==> src/rtl/arb_mux_n.sv <==
// N-channel registered arbiter/mux: fixed-priority, round-robin or forced-select
// grant feeding a one-deep output register with valid/ready on both sides.
module arb_mux_n #(
  parameter int N_CH   = 8,
  parameter int DATA_W = 8,
  parameter int SEL_W  = 3
) (
  input  logic                     clk,
  input  logic                     rst_n,
  input  logic [N_CH*DATA_W-1:0]   in_data,
  input  logic [N_CH-1:0]          in_valid,
  output logic [N_CH-1:0]          in_ready,
  input  logic [1:0]               mode,
  input  logic [SEL_W-1:0]         force_sel,
  output logic [DATA_W-1:0]        out_data,
  output logic [SEL_W-1:0]         out_ch,
  output logic                     out_valid,
  input  logic                     out_ready
);

  localparam logic [1:0] M_RR    = 2'b01;
  localparam logic [1:0] M_FORCE = 2'b10;

  logic [SEL_W-1:0]  r_last;
  logic [DATA_W-1:0] r_out_data;
  logic [SEL_W-1:0]  r_out_ch;
  logic              r_out_valid;

  logic              w_load_en;
  logic              w_fix_vld, w_rr_vld, w_frc_vld, w_gnt_vld;
  logic [SEL_W-1:0]  w_fix, w_rr, w_frc, w_gnt;
  logic [SEL_W-1:0]  w_start, w_pos;
  logic [SEL_W:0]    w_sum;
  logic [2*N_CH-1:0] w_dbl, w_shift;
  logic [N_CH-1:0]   w_rot;
  logic [DATA_W-1:0] w_gnt_data;

  // rst_n gates the accept so nothing is offered to producers while in reset.
  assign w_load_en = rst_n && (!r_out_valid || out_ready);

  always_comb begin
    w_fix_vld = 1'b0;
    w_fix     = '0;
    for (int k = N_CH - 1; k >= 0; k--) begin
      if (in_valid[k]) begin
        w_fix_vld = 1'b1;
        w_fix     = SEL_W'(k);
      end
    end
  end

  // Round-robin: rotate so the channel after r_last sits at bit 0, take the
  // lowest set bit, then rotate the index back with a single wrap correction.
  always_comb begin
    w_start = (r_last == SEL_W'(N_CH - 1)) ? '0 : r_last + 1'b1;
    w_dbl   = {in_valid, in_valid};
    w_shift = w_dbl >> w_start;
    w_rot   = w_shift[N_CH-1:0];
    w_rr_vld = 1'b0;
    w_pos    = '0;
    for (int k = N_CH - 1; k >= 0; k--) begin
      if (w_rot[k]) begin
        w_rr_vld = 1'b1;
        w_pos    = SEL_W'(k);
      end
    end
    w_sum = {1'b0, w_start} + {1'b0, w_pos};
    if (w_sum >= (SEL_W+1)'(N_CH)) w_sum = w_sum - (SEL_W+1)'(N_CH);
    w_rr = w_sum[SEL_W-1:0];
  end

  // An out-of-range force_sel matches no channel and therefore never grants.
  always_comb begin
    w_frc_vld = 1'b0;
    w_frc     = '0;
    for (int k = 0; k < N_CH; k++) begin
      if (force_sel == SEL_W'(k) && in_valid[k]) begin
        w_frc_vld = 1'b1;
        w_frc     = SEL_W'(k);
      end
    end
  end

  always_comb begin
    case (mode)
      M_RR:    begin w_gnt_vld = w_rr_vld;  w_gnt = w_rr;  end
      M_FORCE: begin w_gnt_vld = w_frc_vld; w_gnt = w_frc; end
      default: begin w_gnt_vld = w_fix_vld; w_gnt = w_fix; end
    endcase
  end

  always_comb begin
    w_gnt_data = '0;
    in_ready   = '0;
    for (int k = 0; k < N_CH; k++) begin
      if (w_gnt == SEL_W'(k)) begin
        w_gnt_data  = in_data[k*DATA_W +: DATA_W];
        in_ready[k] = w_gnt_vld && w_load_en;
      end
    end
  end

  always_ff @(posedge clk or negedge rst_n) begin
    if (!rst_n) begin
      r_out_valid <= 1'b0;
      r_out_data  <= '0;
      r_out_ch    <= '0;
      r_last      <= SEL_W'(N_CH - 1);
    end else if (w_load_en) begin
      r_out_valid <= w_gnt_vld;
      if (w_gnt_vld) begin
        r_out_data <= w_gnt_data;
        r_out_ch   <= w_gnt;
        if (mode == M_RR) r_last <= w_gnt;
      end
    end
  end

  assign out_data  = r_out_data;
  assign out_ch    = r_out_ch;
  assign out_valid = r_out_valid;

endmodule

==> config.mk <==
export PLATFORM = sky130hd
export DESIGN_NAME = arb_mux_n
export DESIGN_NICKNAME = d
export VERILOG_FILES = /design/src/rtl/arb_mux_n.sv
export SDC_FILE = /design/constraint.sdc
export NUM_CORES = 1
export LEC_CHECK = 0
export BUFFER_PORTS_ARGS = -buffer_cell sky130_fd_sc_hd__buf_2
export CAP_MARGIN = 20
export CORE_MARGIN = 2
export CORE_UTILIZATION = 30
export DETAILED_ROUTE_END_ITERATION = 12
export SLEW_MARGIN = 0
export SYNTH_ARGS = -nofsm -noshare
export SYNTH_HDL_FRONTEND = slang
export SYNTH_SLANG_ARGS = --single-unit
==> constraint.sdc <==
create_clock -name clk -period 4.5 [get_ports clk]
set_input_delay 0.45 -clock clk [delete_from_list [all_inputs] [get_ports clk]]
set_output_delay 0.45 -clock clk [all_outputs]
set_load 0.02 [all_outputs]
---- Word-level counts from Yosys, hierarchy flattened ----
Cells that the tools add are included.
W data, S select, Z words.
storage, ports and cells
  input port bits ......................... 80
  flip-flop bits (word level) ............. 15
operators by class
  reductions and logical operators ........ 16
  mux-type cells .......................... 67
  $lt $le $gt $ge ......................... 1
  equality and inequality tests ........... 17
  shifts and indexed selects .............. 1
  $add $sub $neg .......................... 3
operators by type and width
  cell                   number
  $mux W3                24
  $mux W8                8
  $mux W1                33
  $eq A3 B3 Y1 const B   9
  $shr A16 B3 Y8         1
  $eq A3 B2 Y1 const B   4
  $logic_and A1 B1 Y1    10
  $eq A3 B1 Y1 const B   2
  $logic_not A3 Y1       2
  $pmux W3 S2            1
  $add A3 B3 Y4          1
  $ge A4 B4 Y1 const B   1
  $add A3 B1 Y3 const B  1
  $reduce_and A3 Y1      1
  $sub A3 B1 Y3 const B  1
  $eq A2 B1 Y1 const B   1
  $eq A2 B2 Y1 const B   1
  $pmux W1 S2            1
  $reduce_and A2 Y1      1
  $logic_not A1 Y1       1
  $logic_or A1 B1 Y1     1

---- Depth between registers and ports, before layout ----
  depth in word-level cells ............... 24
  mapped depth ............................ 21
  mapped depth without buffers ............ 19

---- Least setup slack after synthesis ----
No wires, ideal clock.
  kind .................................... register to output
  start ................................... register r_last[0]
  end ..................................... output in_ready[1]
  cell stages (with the launch flop) ...... 21
  arrival ................................. 4.067 ns
  slack ................................... -0.017 ns
  data required time ...................... 4.050 ns
  path through ............................ dfstp_2 ha_1 ha_1 buf_6 mux2i_2 o21ai_0 o21ai_0 a21oi_1 a311oi_1 o21ai_0 nand4_1 o21ai_0 ha_1 fa_1 xnor2_1 nor3_1 o21a_1 nor2_2 buf_6 nand2_2 nor3_1
between the ends
  longest elaborated chain between the ends .. 17
  elaborated cells on any way between the ends .. 29
  classes of those cells .................. add/sub: 3; order compare: 1; eq/ne: 2; shift: 1; mux: 21; reduce/logical: 1
ends and longest elaborated chain
  item                                                  RTL line  text
  start: declaration                                    24        logic [SEL_W-1:0] r_last;
  start signal: assignment                              108       r_last <= SEL_W'(N_CH - 1);
  start signal: assignment                              114       if (mode == M_RR) r_last <= w_gnt;
  $add A3 B1 Y3 / $eq A3 B3 Y1 (equally long branches)  55        w_start = (r_last == SEL_W'(N_CH - 1)) ? '0 : r_last + 1'b1;
  $mux W3 *                                             55
  $shr A16 B3 Y8                                        57        w_shift = w_dbl >> w_start;
  $mux W3 (8 in series)                                 62        if (w_rot[k]) begin
  $add A3 B3 Y4                                         67        w_sum = {1'b0, w_start} + {1'b0, w_pos};
  $ge A4 B4 Y1 / $sub A3 B1 Y3 (equally long branches)  68        if (w_sum >= (SEL_W+1)'(N_CH)) w_sum = w_sum - (SEL_W+1)'(N_CH);
  $mux W3                                               68
  $pmux W3 S2                                           85        case (mode)
  $eq A3 B1 Y1                                          96        if (w_gnt == SEL_W'(k)) begin
  $mux W1 *                                             96
  end: declaration                                      12        output logic [N_CH-1:0] in_ready,
Every way passes the cells marked *; elsewhere a longest branch is shown, timed or not.

---- Worst setup path after layout ----
  start ................................... register r_last[0]
  end ..................................... output in_ready[5]
between the ends
  longest elaborated chain between the ends .. 17
  elaborated cells on any way between the ends .. 29
  classes of those cells .................. add/sub: 3; order compare: 1; eq/ne: 2; shift: 1; mux: 21; reduce/logical: 1
ends and longest elaborated chain
  item                                                  RTL line
  $add A3 B1 Y3 / $eq A3 B3 Y1 (equally long branches)  55
  $mux W3 *                                             55
  $shr A16 B3 Y8                                        57
  $mux W3 (8 in series)                                 62
  $add A3 B3 Y4                                         67
  $ge A4 B4 Y1 / $sub A3 B1 Y3 (equally long branches)  68
  $mux W3                                               68
  $pmux W3 S2                                           85
  $eq A3 B3 Y1                                          96
  $mux W1 *                                             96
Marked as above.

==> impl_metrics.ini <==
[status]
status = finished clean

[finish]
layout_commonest_cell = buf_2
drive_gt1_share_pct = 47.1
synthToLayoutAreaGrowth_pct = 39.8
final_cells = 473
fill_cells = 768
nNetsFinal = 461
final_cell_mix = buf_2 (97), mux2i_1 (30), nor2_1 (30)
antenna_cells = 0

[power]
swShare_pct = 48.0
p_seq_share_pct = 15.6
cellPowerDensity_nw_per_um2 = 508
clkPwrFrac_pct = 6.8
p_int_uw = 803
leakage_nw = 1.44
power.share.combinational_pct = 77.6
max-vdd-ir-drop_mv = 0.242
switchingPower_uw = 740

[place]
numPlacedInstances = 463
hpwlAfterDp_um = 5350
portBuffers = 99
post-place-ws_ns = 0.0524
gp_congestion = 0.889

[timing]
min_period_ns = 4.35
timing.final.ws_setup_ns = 0.152
tightestPinTransition_ns = 0.685
relSlewSlack_pct = 53.9
slew_violations = 0
rsz0062_at_grt = yes
hold_violations = 0
fmax_mhz = 230
tns_ns = 0
setup_violations = 0
finalClockSkew_ns = 0.00356
min_period_over_period_pct = 96.6

[worst_setup_path]
crit_fanout = 7
timing.rr.end = out_data[4]$_DFFE_PN0P_
cp-end-kind = output port
worstPathRequired_ns = 4.05
crit_type = register to output port
cp.arrival_ns = 3.90
critical_path_depth = 16
cp-startpoint = r_last[0]$_DFFE_PN1P_
worstSetupStartpointType = register
cp_top_family = adder cells
cp_slowest_stage_delay_ns = 0.57
r2r_cells = 18
r2r-start = r_last[0]$_DFFE_PN1P_
crit_chain = ha_4 > ha_4 > buf_4 > mux2_2 > o31ai_1 > o21ai_1 > nand4_1 > o21ai_1 > ha_2 > fa_2 > xnor2_2 > nand3b_1 > o31ai_4 > o21ai_2 > nor3_2 > buf_4
cp.buffers_inverters = 2
endpoint = in_ready[5]
cp_slowest_cell = dfstp_2
r2r_slack_ns = 0.34

[logic_synthesis]
ys_seq_area_share_pct = 17.4
ys_ff_latch = 15
syn_area_per_cell_um2 = 8.08
async_reset_ff_share_pct = 100
syn_inst = 269
syn-num-nets = 355
synth_cell_types = 59
synth_edf_count = 0
ys_warn_count = 0
synth_top_area_share_pct = 14.7
ys_top_cells_by_area = mux2i_1 (15%), dfrtp_1 (14%), mux2_2 (6.7%)
yosysTopAreaCell = mux2i_1
synth_flop_cell = dfrtp_1
synth_area_um2 = 2170

[clock_network]
cts_buffers = 3
cts_max_level = 1
clkLatencyLatePin_ns = 0.24
clockBufferDepth = 2
hold_buffers = 0
cts-root-buf = clkbuf_8
cts.clk_slew.worst_paths_ns = 0.06
clock_sinks = 15
cts_tree = done

[floorplan]
die_w_um = 89.1
die_h_um = 89.1
die_area_um2 = 7940
initial_core_util_pct = 30.5
num_rows = 31
io_pins = 100
core-area_um2 = 7140

[route]
via_per_inst = 5.01
drtAntennaViolNets = 0
route.detailed.drc = 0
drt_wl_total_um = 6610
drt_iter0_drc = 55
wl_per_cell_um = 14.0
num_vias = 2368
drt_first_pass_iters = 4

[global_route]
grt_use_total_pct = 16.8
grt_pass1_wl_um = 10700
grt_overflow_total = 0
grt_max_degree = 25
antenna_found_initial = 0
grt_pass1_vias = 2297

[hold_path]
hold_class = input port to asynchronous set/reset pin

[run]
maxCapViolCount = 0
[state kept, by name, indices dropped and copies added (netlist names)]
register,cells
out_data,8
out_ch,3
r_last,3
out_valid,1
[stage by stage]
stage          hold slack [ns]  power, mW  area (um2)  util, %
3_5_place_dp             0.384       1.28        2810     39.3
5_1_grt                  0.131       1.67        3040     42.6
2_1_floorplan            0.154       1.01        2180        -
3_3_place_gp             0.382       1.27        2810     39.3
4_1_cts                  0.124       1.43        2890     40.5
6_report                 0.114       1.54        3040     42.6
[worst min path at each step]
stage	to	slack, ns
detailed placement	out_ch[0]$_DFFE_PN0P_	0.38
global placement	out_data[1]$_DFFE_PN0P_	0.38
floorplan	out_ch[0]$_DFFE_PN0P_	0.15
global route	out_data[2]$_DFFE_PN0P_	0.13
finish	out_data[2]$_DFFE_PN0P_	0.11
CTS	out_data[6]$_DFFE_PN0P_	0.12
[repair_timing]
item,in CTS,in global routing
endpoints found under the setup margin,8,9
pin swaps,3,7
cloned,0,0
gates resized for setup,9,27
buffers inserted,1,5
[synth_stat cells (all sizes together) (2+ instances only)]
cell     n
a211o    7
o22ai    2
nand3b   3
dfstp    3
nor2    33
a21oi   12
mux2    16
nor2b    2
o31a     2
a21o     2
clkbuf   7
mux2i   33
a311oi   2
nand2   30
a31oi   12
mux4     2
nor4     3
dfrtp   12
ha       5
inv      8
buf     11
nand2b   4
nor3    11
o21ai   13
nand3   11
o31ai    2
o21a     2
nor3b    2
[final cells by class]
class / instances / area, um2 / area share (%)
Timing Repair Buffer: 119 / 654 / 21.5
Sequential cell: 15 / 379 / 12.5
Tap cell: 99 / 124 / 4.08
Clock buffer: 4 / 45.0 / 1.48
Inverter: 8 / 32.5 / 1.07
Multi-Input combinational cell: 228 / 1800 / 59.4
[power groups by stage]
stage	clock network (mW)	registers (mW)	logic [mW]
floorplan	0	0.286	0.727
global placement	0	0.234	1.04
detailed placement	0	0.233	1.05
CTS	0.108	0.235	1.09
global route	0.119	0.248	1.30
finish	0.105	0.241	1.20
[layer usage]
layer  part of all wire, %  vias up  global-route usage [%]
li1                      -     1204                       -
met1                    43     1070                    21.8
met2                    48       88                    29.4
met3                   6.5        6                    2.68
met4                   2.0        0                    3.80
met5                     0        -                       0
[logic make-up (layout without fill, tap and decap cells)]
logic type	Yosys count	in the layout	synth area share [%]
simple gates	105	105	23.5
fa+ha+maj	6	6	3.80
compound gates	64	64	22.2
flops	15	15	17.4
buf+inv	26	131	6.22
mux	51	51	26.1
xor+xnor	2	2	0.806
Power figures use the tool's default switching activity.
